$ cat src/rtl/draw_pkg.sv
// Shared constants for the scene draw sequencer: write-port owner codes, FSM state codes,
// coordinate widths and default sizing.
package draw_pkg;

  localparam int unsigned X_W = 9;
  localparam int unsigned Y_W = 8;

  localparam int unsigned NUM_OBJ_DEF     = 16;
  localparam int unsigned TIMEOUT_CYC_DEF = 262144;

  localparam logic [1:0] SEL_NONE  = 2'd0;
  localparam logic [1:0] SEL_BG    = 2'd1;
  localparam logic [1:0] SEL_GOLD  = 2'd2;
  localparam logic [1:0] SEL_STONE = 2'd3;

  localparam logic [2:0] ST_IDLE       = 3'd0;
  localparam logic [2:0] ST_BG_REQ     = 3'd1;
  localparam logic [2:0] ST_BG_WAIT    = 3'd2;
  localparam logic [2:0] ST_OBJ_FETCH  = 3'd3;
  localparam logic [2:0] ST_OBJ_REQ    = 3'd4;
  localparam logic [2:0] ST_OBJ_WAIT   = 3'd5;
  localparam logic [2:0] ST_FRAME_DONE = 3'd6;

endpackage

$ cat src/rtl/draw_wait_timer.sv
// Saturating wait counter shared by the background and sprite wait states; expired stays
// high once the counter reaches TIMEOUT_CYC-1 until the next clear.
module draw_wait_timer #(
  parameter int unsigned TIMEOUT_CYC = 262144
) (
  input  logic clk,
  input  logic reset,
  input  logic clear,
  output logic expired
);

  localparam int unsigned CNT_W = (TIMEOUT_CYC > 1) ? $clog2(TIMEOUT_CYC) : 1;
  localparam logic [CNT_W-1:0] CNT_MAX = CNT_W'(TIMEOUT_CYC - 1);

  logic [CNT_W-1:0] cnt_q;

  always_ff @(posedge clk or posedge reset) begin
    if (reset) begin
      cnt_q <= '0;
    end else if (clear) begin
      cnt_q <= '0;
    end else if (cnt_q != CNT_MAX) begin
      cnt_q <= cnt_q + 1'b1;
    end
  end

  assign expired = (cnt_q == CNT_MAX);

endmodule

$ cat src/rtl/draw_scene_sequencer.sv
// Per-frame draw initiator: one background redraw, then one sprite request per valid object
// table entry, holding the sprite origin stable while the selected drawer runs.
module draw_scene_sequencer
  import draw_pkg::*;
#(
  parameter int unsigned NUM_OBJ     = NUM_OBJ_DEF,
  parameter int unsigned TIMEOUT_CYC = TIMEOUT_CYC_DEF
) (
  input  logic                       clk,
  input  logic                       reset,
  input  logic                       frame_start,
  output logic [$clog2(NUM_OBJ)-1:0] obj_index,
  input  logic                       obj_valid,
  input  logic                       obj_is_gold,
  input  logic [X_W-1:0]             obj_x,
  input  logic [Y_W-1:0]             obj_y,
  output logic [X_W-1:0]             sprite_x,
  output logic [Y_W-1:0]             sprite_y,
  output logic                       enable_draw_background,
  output logic                       enable_draw_gold,
  output logic                       enable_draw_stone,
  input  logic                       draw_background_done,
  input  logic                       draw_gold_done,
  input  logic                       draw_stone_done,
  output logic [1:0]                 draw_sel,
  output logic                       busy,
  output logic                       frame_done,
  output logic                       timeout_err,
  output logic [$clog2(NUM_OBJ):0]   objects_drawn
);

  localparam int unsigned IDX_W = $clog2(NUM_OBJ);
  localparam logic [IDX_W-1:0] LAST_IDX = IDX_W'(NUM_OBJ - 1);

  logic [2:0]       state_q, state_d;
  logic [IDX_W-1:0] index_q, index_d;
  logic [X_W-1:0]   sprite_x_q, sprite_x_d;
  logic [Y_W-1:0]   sprite_y_q, sprite_y_d;
  logic             is_gold_q, is_gold_d;
  logic [IDX_W:0]   drawn_q, drawn_d;
  logic             err_q, err_d;

  logic timer_clear, timer_expired;
  logic match_done, advance;

  draw_wait_timer #(
    .TIMEOUT_CYC (TIMEOUT_CYC)
  ) u_wait_timer (
    .clk     (clk),
    .reset   (reset),
    .clear   (timer_clear),
    .expired (timer_expired)
  );

  // Clearing in the request states means the counter reads 0 on the first wait cycle.
  assign timer_clear = (state_q == ST_BG_REQ) || (state_q == ST_OBJ_REQ);
  assign match_done  = is_gold_q ? draw_gold_done : draw_stone_done;

  always_comb begin
    state_d    = state_q;
    index_d    = index_q;
    sprite_x_d = sprite_x_q;
    sprite_y_d = sprite_y_q;
    is_gold_d  = is_gold_q;
    drawn_d    = drawn_q;
    err_d      = err_q;
    advance    = 1'b0;

    unique case (state_q)
      ST_IDLE: begin
        if (frame_start) begin
          state_d = ST_BG_REQ;
          err_d   = 1'b0;
          drawn_d = '0;
          index_d = '0;
        end
      end
      ST_BG_REQ: state_d = ST_BG_WAIT;
      ST_BG_WAIT: begin
        if (draw_background_done) begin
          state_d = ST_OBJ_FETCH;
        end else if (timer_expired) begin
          err_d   = 1'b1;
          state_d = ST_OBJ_FETCH;
        end
      end
      ST_OBJ_FETCH: begin
        if (obj_valid) begin
          sprite_x_d = obj_x;
          sprite_y_d = obj_y;
          is_gold_d  = obj_is_gold;
          state_d    = ST_OBJ_REQ;
        end else begin
          advance = 1'b1;
        end
      end
      ST_OBJ_REQ: state_d = ST_OBJ_WAIT;
      ST_OBJ_WAIT: begin
        // A done that coincides with expiry still counts as a completed sprite.
        if (match_done) begin
          drawn_d = drawn_q + 1'b1;
          advance = 1'b1;
        end else if (timer_expired) begin
          err_d   = 1'b1;
          advance = 1'b1;
        end
      end
      ST_FRAME_DONE: state_d = ST_IDLE;
      default: state_d = ST_IDLE;
    endcase

    if (advance) begin
      if (index_q == LAST_IDX) begin
        state_d = ST_FRAME_DONE;
      end else begin
        index_d = index_q + 1'b1;
        state_d = ST_OBJ_FETCH;
      end
    end
  end

  always_ff @(posedge clk or posedge reset) begin
    if (reset) begin
      state_q    <= ST_IDLE;
      index_q    <= '0;
      sprite_x_q <= '0;
      sprite_y_q <= '0;
      is_gold_q  <= 1'b0;
      drawn_q    <= '0;
      err_q      <= 1'b0;
    end else begin
      state_q    <= state_d;
      index_q    <= index_d;
      sprite_x_q <= sprite_x_d;
      sprite_y_q <= sprite_y_d;
      is_gold_q  <= is_gold_d;
      drawn_q    <= drawn_d;
      err_q      <= err_d;
    end
  end

  always_comb begin
    unique case (state_q)
      ST_BG_REQ, ST_BG_WAIT:   draw_sel = SEL_BG;
      ST_OBJ_REQ, ST_OBJ_WAIT: draw_sel = is_gold_q ? SEL_GOLD : SEL_STONE;
      default:                 draw_sel = SEL_NONE;
    endcase
  end

  assign enable_draw_background = (state_q == ST_BG_REQ);
  assign enable_draw_gold       = (state_q == ST_OBJ_REQ) && is_gold_q;
  assign enable_draw_stone      = (state_q == ST_OBJ_REQ) && !is_gold_q;
  assign busy                   = (state_q != ST_IDLE);
  assign frame_done             = (state_q == ST_FRAME_DONE);

  assign obj_index     = index_q;
  assign sprite_x      = sprite_x_q;
  assign sprite_y      = sprite_y_q;
  assign objects_drawn = drawn_q;
  assign timeout_err   = err_q;

endmodule
$ cat config.mk
export PLATFORM = sky130hd
export DESIGN_NAME = draw_scene_sequencer
export DESIGN_NICKNAME = d
export VERILOG_FILES = /design/src/rtl/draw_pkg.sv /design/src/rtl/draw_wait_timer.sv /design/src/rtl/draw_scene_sequencer.sv
export SDC_FILE = /design/constraint.sdc
export NUM_CORES = 1
export LEC_CHECK = 0
export BUFFER_PORTS_ARGS = -buffer_cell sky130_fd_sc_hd__buf_2
export CORE_UTILIZATION = 40
export DETAILED_ROUTE_END_ITERATION = 8
export SLEW_MARGIN = 5
export SYNTH_ARGS = -nofsm -noshare
export SYNTH_HDL_FRONTEND = slang
export SYNTH_SLANG_ARGS = --single-unit
$ cat constraint.sdc
create_clock -name clk -period 2 [get_ports clk]
set_input_delay 0.2 -clock clk [delete_from_list [all_inputs] [get_ports clk]]
set_output_delay 0.2 -clock clk [all_outputs]
set_load 0.02 [all_outputs]
; Word level (Yosys, flattened, before mapping)
; Index checks and enable logic that the tools add are counted.
[word_totals]
word_cells = 71
memories = 0
latch_bits = 0
in_bits = 25
out_inout_bits = 34
regBits = 49
mem_bits_rw = 0
rom_bits = 0
[op_classes]
n_mux = 28
order_cmp = 0
n_reduce_logical = 15
n_eq_ne = 17
shift = 0
multipliers = 0
n_addsub = 3
div = 0
n_bitwise = 0
[op_table]
columns = op, n
row1 = two-way mux 18 bit, 2
row2 = adder 18 x 1 -> 18 bit (second input constant), 1
row3 = == test 18 bit (second input constant), 1
row4 = two-way mux 3 bit, 6
row5 = != test 18 bit (second input constant), 1
row6 = case mux 3 bit (6 select lines), 1
row7 = two-way mux 4 bit, 4
row8 = two-way mux 5 bit, 2
row9 = != test 2 bit (second input constant), 5
row10 = case mux 5 bit (2 select lines), 1
row11 = == test 3 bit (second input constant), 3
row12 = two-way mux 1 bit, 9
row13 = AND reduction 4 bit, 2
row14 = == test 3 x 2 -> 1 bit (second input constant), 2
row15 = != test 3 bit (second input constant), 2
row16 = nonzero test 3 bit, 2
row17 = adder 5 x 1 -> 5 bit (second input constant), 1
row18 = adder 4 x 1 -> 4 bit (second input constant), 1
row19 = == test 4 bit (second input constant), 1
row20 = != test 4 bit (second input constant), 1
row21 = case mux 2 bit (2 select lines), 1
row22 = nonzero test 2 bit, 2
row23 = OR reduction 2 bit, 2
row24 = == test 3 x 1 -> 1 bit (second input constant), 1
row25 = 8 further kinds, 9

; Logic depth before layout (Yosys ltp)
; Gate-level depths: netlist (run 1).
[logic_depth]
word_depth = 6
mapped_depth = 7
mapped_depth_nobuf = 5

; By module
; A second synthesis (run 1) with hierarchy kept.
[unflattened]
cells_unflattened = 226
hier_area_um2 = 2532.4
[by_module_without_submodules]
columns = mod, seq_area_each_um2, cells_per_inst, instances, area_per_inst_um2
row1 = draw_scene_sequencer, 775.7, 124, 1, 1500.2
row2 = draw_wait_timer, 450.4, 102, 1, 1032.2

; Worst setup path after synthesis (run 1)
; No wires, ideal clock.
[synth_timing]
path_kind = reg2reg
from = register u_wait_timer.cnt_q[0]
to = register u_wait_timer.cnt_q[14]
stages_incl_launch_ff = 8
slack_ps = 209
t_required_ps = 1860
n_path_buf = 2
arrival_ps = 1650
cell_sequence = dfrtp_1 > ha_1 > clkbuf_1 > nand4_4 > buf_6 > nor4_2 > xnor2_1 > nor2_1
[synth_between]
elab_chain_cells = 3
[synth_lines]
columns = item, line_no
row1 = from (decl), draw_wait_timer.sv:15  ; logic [CNT_W-1:0] cnt_q;
row2 = from (signal assigned), draw_wait_timer.sv:23  ; cnt_q <= cnt_q + 1'b1;
row3 = adder 18 x 1 -> 18 bit, draw_wait_timer.sv:23
row4 = two-way mux 18 bit, draw_wait_timer.sv:22  ; end else if (cnt_q != CNT_MAX) begin
row5 = two-way mux 18 bit, draw_wait_timer.sv:20  ; end else if (clear) begin
; Several ways; a longest one is shown, not always the timed one. The select of a mux whose other input is x is not followed.
; A chain may end at the register's enable or synchronous reset.

; Final worst setup path (run 1)
[layout_timing]
from = register state_q[0]
to = output draw_sel[0]
[layout_between]
elab_chain_cells = 3
[layout_lines]
columns = item, line_no
row1 = from (decl), draw_scene_sequencer.sv:35  ; logic [2:0] state_q, state_d;
row2 = from (signal assigned), draw_scene_sequencer.sv:132  ; state_q <= state_d;
row3 = "== test 3 bit, or another cell as far along", draw_scene_sequencer.sv:143  ; unique case (state_q)
row4 = OR reduction 2 bit, draw_scene_sequencer.sv:143
row5 = case mux 2 bit (2 select lines) *, draw_scene_sequencer.sv:143
row6 = to (decl), draw_scene_sequencer.sv:25  ; output logic [1:0] draw_sel,
; Every way passes the cells marked *; elsewhere a longest branch is shown, timed or not.

==> results of run 1 <==
state kept, by name, summed over array words and instances (netlist names):
signal	flops
is_gold_q	1
obj_index	4
objects_drawn	5
sprite_x	9
sprite_y	8
state_q	3
timeout_err	1
u_wait_timer.cnt_q	18
worst paths after layout:
path	start	to	slack [ns]
max in group asynchronous	reset	objects_drawn[4]$_DFFE_PP0P_	0.92
min reg2reg	sprite_y[5]$_DFFE_PP0P_	sprite_y[5]$_DFFE_PP0P_	0.51
max reg2reg	state_q[2]$_DFFE_PP0P_	obj_index[3]$_DFF_PP0_	0.17
max	state_q[0]$_DFFE_PP0P_	draw_sel[0]	0.16
min	obj_x[4]	sprite_x[4]$_DFFE_PP0P_	0.12
min in group asynchronous	reset	sprite_y[4]$_DFFE_PP0P_	0.47
worst max-delay path, stage by stage, from the launching register on:
cell and delay, ns:
dfrtp_1 0.50, buf_4 0.21, nor2b_1 0.24, a21oi_1 0.07, o22ai_1 0.12, buf_2 0.19
cells in the final DEF, fill, tap and decap left out, types with 3 or more instances in the layout:
master	netlist	layout
a21oi_1	10	9
clkbuf_8	0	5
a2111oi_0	3	3
nor4_1	3	3
o22ai_1	3	3
xor2_1	7	7
buf_4	1	15
nand3_1	6	6
inv_1	6	5
o211ai_1	3	3
nand2_1	16	16
buf_2	6	58
dfrtp_1	49	49
o21ai_0	4	4
nand4_1	6	6
xnor2_1	9	9
nor3_1	5	5
a31oi_1	3	3
mux2i_1	4	4
a211oi_1	3	3
ha_1	3	3
mux2_2	19	19
nor2_1	26	26
stage by stage:
step | cells | power, mW | area (sq um) | setup WS [ns]
3_5_place_dp | 375 | 3.46 | 3010 | 0.0805
2_1_floorplan | 237 | 2.81 | 2560 | 0.209
4_1_cts | 384 | 4.20 | 3140 | 0.0680
6_report | 384 | 4.16 | 3150 | 0.160
3_3_place_gp | 375 | 3.44 | 3010 | 0.145
5_1_grt | 384 | 4.44 | 3150 | 0.0402
per-layer routing:
metal	share of wire [%]	up-vias	wire, um
li1	-	1003	-
met1	46	1004	2590
met2	50	39	2830
met3	2.5	8	139
met4	1.8	0	102
met5	0	-	0
power groups by stage:
stage	Sequential [mW]	Combinational [mW]	Clock (mW)
finish	1.55	1.88	0.732
global route	1.60	2.05	0.790
CTS	1.55	1.90	0.757
detailed placement	1.57	1.89	0
global placement	1.55	1.88	0
floorplan	1.78	1.03	0
cell type report:
| class | count | share of cell area, % |
|---|---|---|
| clock inverters | 3 | 1.47 |
| inverters | 6 | 0.716 |
| clock buffers | 5 | 2.19 |
| multi-input cells | 171 | 39.9 |
| repair buffers | 75 | 13.8 |
| flip-flops and latches | 49 | 39.0 |
| well taps | 75 | 2.98 |
cells in the mapped netlist, types with 2 or more instances:
| master | count | area share (%) |
|---|---|---|
| nor4_1 | 3 | 0.73 |
| nor2b_1 | 2 | 0.49 |
| or3_1 | 3 | 0.73 |
| a2111oi_0 | 3 | 1.0 |
| inv_1 | 6 | 0.88 |
| and2_1 | 2 | 0.49 |
| a31oi_1 | 3 | 0.73 |
| xor2_1 | 7 | 2.4 |
| buf_6 | 2 | 0.88 |
| nand2b_1 | 2 | 0.49 |
| mux2_2 | 19 | 8.3 |
| o22ai_1 | 3 | 0.73 |
| mux2i_1 | 4 | 1.6 |
| xnor2_1 | 9 | 3.1 |
| nor2_1 | 26 | 3.8 |
| o21ai_0 | 4 | 0.78 |
| and4_1 | 2 | 0.68 |
| ha_1 | 3 | 1.5 |
| a211oi_1 | 3 | 0.88 |
| nand2_1 | 16 | 2.3 |
| nand3_1 | 6 | 1.2 |
| o31ai_1 | 2 | 0.59 |
| nand4_4 | 2 | 1.7 |
| dfrtp_1 | 49 | 48 |
| a21oi_1 | 10 | 2.0 |
| nand4_1 | 6 | 1.5 |
| nor3_1 | 5 | 0.98 |
| o211ai_1 | 3 | 0.88 |
| buf_2 | 6 | 1.2 |
what timing repair did:
action	in CTS	in global routing
hold endpoints to repair	20	0
hold buffers	1	0
setup buffers	0	0
setup endpoints to repair	0	3
gates resized for setup	0	2
kinds of logic after synthesis:
kind of cell               Yosys count  synth area share, %
adders and majority gates            3                 1.46
DFF                                 49                 47.8
buffers and inverters               17                 3.51
xor gates and xnor gates            16                 5.47
AOI/OAI and AO/OA                   42                 11.4
and+or+nand+nor                     87                 20.4
muxes                               23                 9.91
==> impl_metrics.csv, run 1 <==
group,metric,value,unit
pwr,net-switching-power,1.70,mW
cts,htreeDepth,2,
setup_path,r2r_cells,5,
timing,finClkSkew,0.0102,ns
cts,clkSinkCount,49,
routing,routed_wl,5660,um
synth,synth_edf_count,0,
placed_design,gp_congestion,0.760,
cts,path_clk_slew,0.10,ns
synth,synthFlopType,"dfrtp_1",
timing,rsz0062_at_grt,"false",
timing,finalSetupViolCount,0,
routing,drcViolationCount,0,
routing,ant_nets,0,
global_routing,use_met1,23.5,%
synth,netlist_area,2560,sq um
routing,vias,2054,
cts,clkLatencyLatePin,0.31,ns
global_routing,overflow,0,
synth,synth_nets,265,
pwr,vdd_drop_max,0.666,mV
setup_path,crit_required,1.80,ns
placed_design,port_buffers,58,
min_path,worstHoldPathCells,2,
pwr,power_frac_comb,45.2,%
layout,multiInputGateArea,1260,sq um
setup_path,startpoint_type,"register",
pwr,power_density,1320,nW/um^2
placed_design,hpwlAfterDp,4180,um
routing,wl_per_cell,14.7,um
global_routing,busiest_layer,"met2",
global_routing,met3_usage,2.78,%
pwr,seq_power_share,37.2,%
routing,first_pass_iters,4,
synth,ys_ff_latch,49,
layout,regArea,1230,sq um
floorplan,die_area,6730,sq um
global_routing,grt_pass1_vias,1907,
global_routing,antenna_found_initial,0,
timing,timing.fmax,0.543,GHz
timing,max_slew_margin,64.3,%
synth,synth_cells,237,
synth,synthArstFlopShare,100,%
floorplan,io_pins,59,
floorplan,fp.dieH,82.1,um
cts,cts_made_buffers,5,
layout,nets,336,
routing,drt_iter0_markers,73,
pwr,switching_share,40.8,%
timing,finalHoldViolations,0,
run,drv_cap,0,
synth,seq_area_frac_synth,47.8,%
routing,vias_per_cell,5.35,
cts,root_buffer,"clkbuf_8",
synth,ys.warnings.count,0,
pwr,p_clk_share,17.6,%
floorplan,core,6060,sq um
setup_path,critPathKind,"register to primary output",
layout,fillers,575,
min_path,hold_class,"input pin to register",
global_routing,grt.total_usage,17.6,%
floorplan,start_util,42.3,%
cts,clk_path_buf_depth,2,
layout,drive_above_1_share,37.2,%
setup_path,cp-end-kind,"primary output",
timing,tightest_slew,0.521,ns
timing,drv_slew,0,
layout,final_util,51.9,%
timing,fin_crit,1.84,ns
pwr,leakagePower,1.46,nW
timing,period_share,92.0,%
synth,synthDistinctLibCells,55,
setup_path,cp.arrival,1.64,ns
global_routing,grt_use_met2,27.9,%
cts,tritoncts,"yes",
layout,diodes,0,
timing,whs,0.116,ns
layout,area_delta_synth_final,22.7,%
global_routing,grt_pass1_wl,8910,um
floorplan,num_rows,28,
timing,fin_setup_tns,0,ns
global_routing,grt_max_degree,23,
floorplan,fp.dieW,82.1,um
synth,avgSynthCellArea,10.8,sq um
pwr,p_int,2.46,mW
outcome,status,"finished, final reports clean",
setup_path,critical_path_peak_fanout,10,
No activity file was read; power rests on OpenSTA's default activity.
==> run 2: changes to the inputs <==
==> constraint.sdc (replaced) <==
create_clock -name clk -period 2 [get_ports clk]
set_input_delay 0.3 -clock clk [delete_from_list [all_inputs] [get_ports clk]]
set_output_delay 0.3 -clock clk [all_outputs]
set_load 0.02 [all_outputs]
==> impl_metrics.csv, run 2 (same netlist as run 1, synthesis figures left out) <==
group,metric,value,unit
global_routing,antenna_found_initial,0,
timing,fin_crit,1.86,ns
floorplan,fp.dieW,82.1,um
pwr,power_density,1320,nW/um^2
setup_path,crit_slowest_cell,"dfrtp_1",
floorplan,fp.dieH,82.1,um
layout,largest-register,"u_wait_timer.cnt_q",
setup_path,crit_required,1.70,ns
setup_path,cp.arrival,1.56,ns
cts,htreeDepth,2,
cts,clkLatencyLatePin,0.30,ns
layout,area_delta_synth_final,22.5,%
placed_design,port_buffers,58,
setup_path,cp-end-kind,"primary output",
floorplan,core,6060,sq um
setup_path,critPathMaxStageDelay,0.48,ns
timing,whs,0.0277,ns
floorplan,io_pins,59,
routing,vias_per_cell,5.32,
setup_path,r2r_cells,5,
floorplan,die_area,6730,sq um
timing,tightest_slew,0.550,ns
timing,finalSetupViolCount,0,
cts,cts_setup_buffers,0,
setup_path,critPathKind,"register to primary output",
cts,root_buffer,"clkbuf_8",
min_path,hold_class,"input pin to asynchronous set/reset pin",
floorplan,num_rows,28,
cts,clk_path_buf_depth,2,
setup_path,startpoint_type,"register",
layout,nets,335,
floorplan,start_util,42.3,%
cts,tritoncts,"yes",
timing,max_slew_margin,62.4,%
layout,diodes,0,
setup_path,critical_path_peak_fanout,10,
timing,finClkSkew,0.00541,ns
placed_design,dpl-instance-area,3010,sq um
routing,vias,2036,
timing,fin_setup_tns,0,ns
routing,wl_per_cell,14.2,um
global_routing,grt_pass1_vias,1825,
placed_design,gp_congestion,0.761,
timing,period_share,92.8,%
layout,layout.cells.most_common_list,"buf_2, dfrtp_1, nor2_1, mux2_2, nand2_1",
cts,ctsResizeCount,0,
cts,cts_hold_buf,0,
layout,drive_above_1_share,38.0,%
placed_design,hpwlAfterDp,4050,um
pwr,vdd_drop_max,0.662,mV
run,drv_cap,0,
routing,ant_nets,0,
global_routing,grt_pass1_wl,8450,um
outcome,status,"finished, final reports clean",
layout,final_area,3140,sq um
cts,path_clk_slew,0.09,ns
global_routing,grt.total_usage,16.7,%
setup_path,crit_chain,"buf_4 > nor2b_1 > a21oi_1 > o22ai_1 > buf_2",
routing,routed_wl,5460,um
timing,fin_ws,0.144,ns
routing,drcViolationCount,0,
layout,fillers,568,
layout,final_common_cell,"buf_2",
global_routing,overflow,0,
timing,finalHoldViolations,0,
cts,cts_made_buffers,5,
layout,largest_reg_flops,18,
placed_design,pre_cts_ws,0.0990,ns
routing,drt_iter0_markers,60,
timing,timing.fmax,0.539,GHz
cts,clkSinkCount,49,
pwr,power.total,4.15,mW
routing,first_pass_iters,4,
pwr,leakagePower,1.45,nW
timing,rsz0062_at_grt,"false",
timing,drv_slew,0,
global_routing,grt_max_degree,27,
[run 2: cell types whose count changed in the layout (fill, tap and decap cells not counted)]
cell	previous run	this run
ha_2	0	1
dfrtp_2	0	1
dlygate4sd3_1	1	0
ha_1	3	2
dfrtp_1	49	48
[run 2: final timing paths]
check | from | endpoint | slack, ns
worst max-delay path | state_q[2]$_DFFE_PP0P_ | draw_sel[0] | 0.14
max in group asynchronous | reset | u_wait_timer.cnt_q[11]$_DFFE_PP0P_ | 1.38
worst max register to register | state_q[2]$_DFFE_PP0P_ | obj_index[3]$_DFF_PP0_ | 0.21
worst min register to register | sprite_x[5]$_DFFE_PP0P_ | sprite_x[5]$_DFFE_PP0P_ | 0.51
worst min-delay path | reset | sprite_x[1]$_DFFE_PP0P_ | 0.03
min in group clk | obj_y[5] | sprite_y[5]$_DFFE_PP0P_ | 0.22
[run 2: per-layer routing]
| metal | track usage [%] | wire, um | up-vias |
|---|---|---|---|
| met5 | 0 | 0 | - |
| met4 | 6.84 | 85 | 0 |
| met3 | 2.78 | 203 | 8 |
| met2 | 26.1 | 2650 | 38 |
| met1 | 22.7 | 2520 | 986 |
| li1 | - | - | 1004 |
[run 2: worst max-delay path: cells and delay by family, from the launching register on]
kind	cells	cell delay [ns]
DFF	1	0.48
AOI/OAI and AO/OA	2	0.18
and+or+nand+nor	1	0.20
buffers and inverters	2	0.39
[run 2: final cells by class]
type,instances,area (sq um),area share (%)
repair buffers,74,423,13.5
inverters,6,22.5,0.717
clock inverters,3,46.3,1.47
well taps,75,93.8,2.99
multi-input cells,171,1260,40.1
clock buffers,5,68.8,2.19
flip-flops and latches,49,1230,39.1
[run 2: report_power, final]
part	total (mW)	internal [mW]	switching [mW]
clock	0.721	0.375	0.346
combinational	1.88	0.795	1.09
sequential	1.55	1.30	0.249
total	4.15	2.47	1.68
[run 2: per-stage QoR]
step / instances / utilization, %
6_report: 383 / 51.8
5_1_grt: 383 / 51.8
4_1_cts: 383 / 51.6
2_1_floorplan: 237 / -
3_3_place_gp: 375 / 49.7
3_5_place_dp: 375 / 49.7
==> run 3: changes to the inputs <==
Settings changed: BUFFER_PORTS_ARGS -buffer_cell sky130_fd_sc_hd__buf_2 to unset, DONT_BUFFER_PORTS set to 1.
==> impl_metrics.csv, run 3 (same netlist as run 1, synthesis figures left out) <==
group,metric,value,unit
routing,vias,1854,
timing,drv_slew,0,
layout,layout.cells.most_common_list,"dfrtp_1, nor2_1, buf_4, mux2_2, nand2_1",
floorplan,start_util,42.3,%
setup_path,critical_path_peak_fanout,5,
cts,cts_made_buffers,5,
layout,nets,285,
pwr,leakagePower,1.25,nW
setup_path,cp.arrival,2.02,ns
timing,max_slew_margin,61.9,%
routing,first_pass_iters,4,
cts,htreeDepth,2,
timing,finalSetupViolCount,0,
floorplan,core,6060,sq um
cts,clkSinkCount,49,
global_routing,grt_pass1_wl,8080,um
cts,clk_path_buf_depth,2,
cts,root_buffer,"clkbuf_8",
routing,routed_wl,5310,um
layout,regArea,1230,sq um
timing,timing.fmax,0.554,GHz
floorplan,fp.dieW,82.1,um
pwr,vdd_drop_max,0.756,mV
placed_design,hpwlAfterDp,3750,um
cts,path_clk_slew,0.10,ns
timing,rsz0062_at_grt,"false",
outcome,status,"finished, final reports clean",
timing,finalHoldViolations,0,
layout,diodes,0,
timing,finClkSkew,0.0120,ns
run,drv_cap,0,
floorplan,die_area,6730,sq um
setup_path,rr_startpoint,"u_wait_timer.cnt_q[3]$_DFFE_PP0P_",
cts,tritoncts,"yes",
floorplan,io_pins,59,
global_routing,grt_max_degree,26,
layout,drive_above_1_share,24.8,%
min_path,hold_class,"input pin to register",
setup_path,cp-end-kind,"register",
setup_path,critPathMaxStageDelay,0.45,ns
layout,multiInputGateArea,1260,sq um
routing,drcViolationCount,0,
layout,largest_reg_flops,18,
placed_design,port_buffers,0,
routing,drt_iter0_markers,44,
layout,final_common_cell,"dfrtp_1",
pwr,power_density,1390,nW/um^2
floorplan,fp.dieH,82.1,um
layout,largest-register,"u_wait_timer.cnt_q",
layout,area_delta_synth_final,14.2,%
pwr,power.total,4.08,mW
routing,vias_per_cell,5.57,
placed_design,gp_congestion,0.772,
floorplan,num_rows,28,
global_routing,grt.total_usage,16.1,%
setup_path,cp-startpoint,"u_wait_timer.cnt_q[3]$_DFFE_PP0P_",
global_routing,antenna_found_initial,0,
routing,ant_nets,0,
timing,fin_setup_tns,0,ns
setup_path,crit_slowest_cell,"dfrtp_1",
setup_path,critPathKind,"register to register",
global_routing,overflow,0,
timing,whs,0.145,ns
timing,period_share,90.3,%
setup_path,crit_chain,"and4_4 > and4_1 > nand3_2 > and2_1 > o32ai_1",
global_routing,grt_pass1_vias,1747,
setup_path,startpoint_type,"register",
cts,clkLatencyLatePin,0.30,ns
setup_path,crit_required,2.21,ns
routing,wl_per_cell,16.0,um
layout,fillers,558,
timing,tightest_slew,0.557,ns
timing,fin_crit,1.81,ns
min_path,hp-start,"obj_x[8]",
run 3: changes by cell type in the layout (fill, tap and decap cells not counted), sizes merged:
cell         previous run  this run
buf                    74        23
bufinv                  1         2
clkinvlp                1         0
dlygate4sd3             0         1
run 3: routing by layer:
metal  GRT usage, %  share of wire [%]  vias to the layer above
met4           6.84                1.4                        0
li1               -                  -                      896
met1           20.5                 46                      910
met3           3.11                3.8                        4
met2           26.4                 48                       44
met5              0                  0                        -
run 3: area by class of cell:
class                   instances  share of cell area [%]
clock buffers                   5                    2.35
inverters                       6                   0.769
flip-flops and latches         49                    41.9
clock inverters                 3                    2.22
well taps                      75                    3.21
multi-input cells             171                    42.9
repair buffers                 24                    6.67
run 3: metrics by stage:
| stage | setup slack [ns] | instances | area (sq um) | util [%] |
|---|---|---|---|---|
| floorplan | 0.209 | 237 | 2560 | - |
| global placement | 0.133 | 322 | 2760 | 45.5 |
| detailed placement | 0.0929 | 322 | 2760 | 45.5 |
| CTS | 0.0806 | 331 | 2900 | 47.9 |
| global route | 0.0543 | 333 | 2930 | 48.3 |
| finish | 0.195 | 333 | 2930 | 48.3 |
run 3: timing repair:
action	CTS	global route
hold buffers	1	0
buffers inserted	0	2
hold endpoints to repair	24	0
gates resized for setup	0	2
endpoints found under the setup margin	0	3
run 3: final timing paths:
path / end / slack [ns] / cells past startpoint
max in group asynchronous: sprite_x[7]$_DFFE_PP0P_ / 0.96 / 3
setup reg to reg: obj_index[3]$_DFF_PP0_ / 0.19 / 5
setup / recovery: obj_index[3]$_DFF_PP0_ / 0.19 / 5
min in group asynchronous: u_wait_timer.cnt_q[3]$_DFFE_PP0P_ / 0.51 / 2
hold / removal: sprite_x[8]$_DFFE_PP0P_ / 0.15 / 1
hold reg to reg: u_wait_timer.cnt_q[5]$_DFFE_PP0P_ / 0.56 / 2
run 3: worst max-delay path: cells and delay by family (launching register included):
kind | cells | cell delay, ns
compound gates | 1 | 0.25
flops | 1 | 0.45
simple gates | 4 | 1.01
run 3: where the power goes:
| part | internal (mW) | total, mW | leakage (nW) | switching (mW) |
|---|---|---|---|---|
| Clock | 0.497 | 0.833 | 0.0681 | 0.337 |
| Combinational | 0.655 | 1.45 | 0.551 | 0.798 |
| Sequential | 1.29 | 1.79 | 0.636 | 0.498 |
| Total | 2.45 | 4.08 | 1.25 | 1.63 |
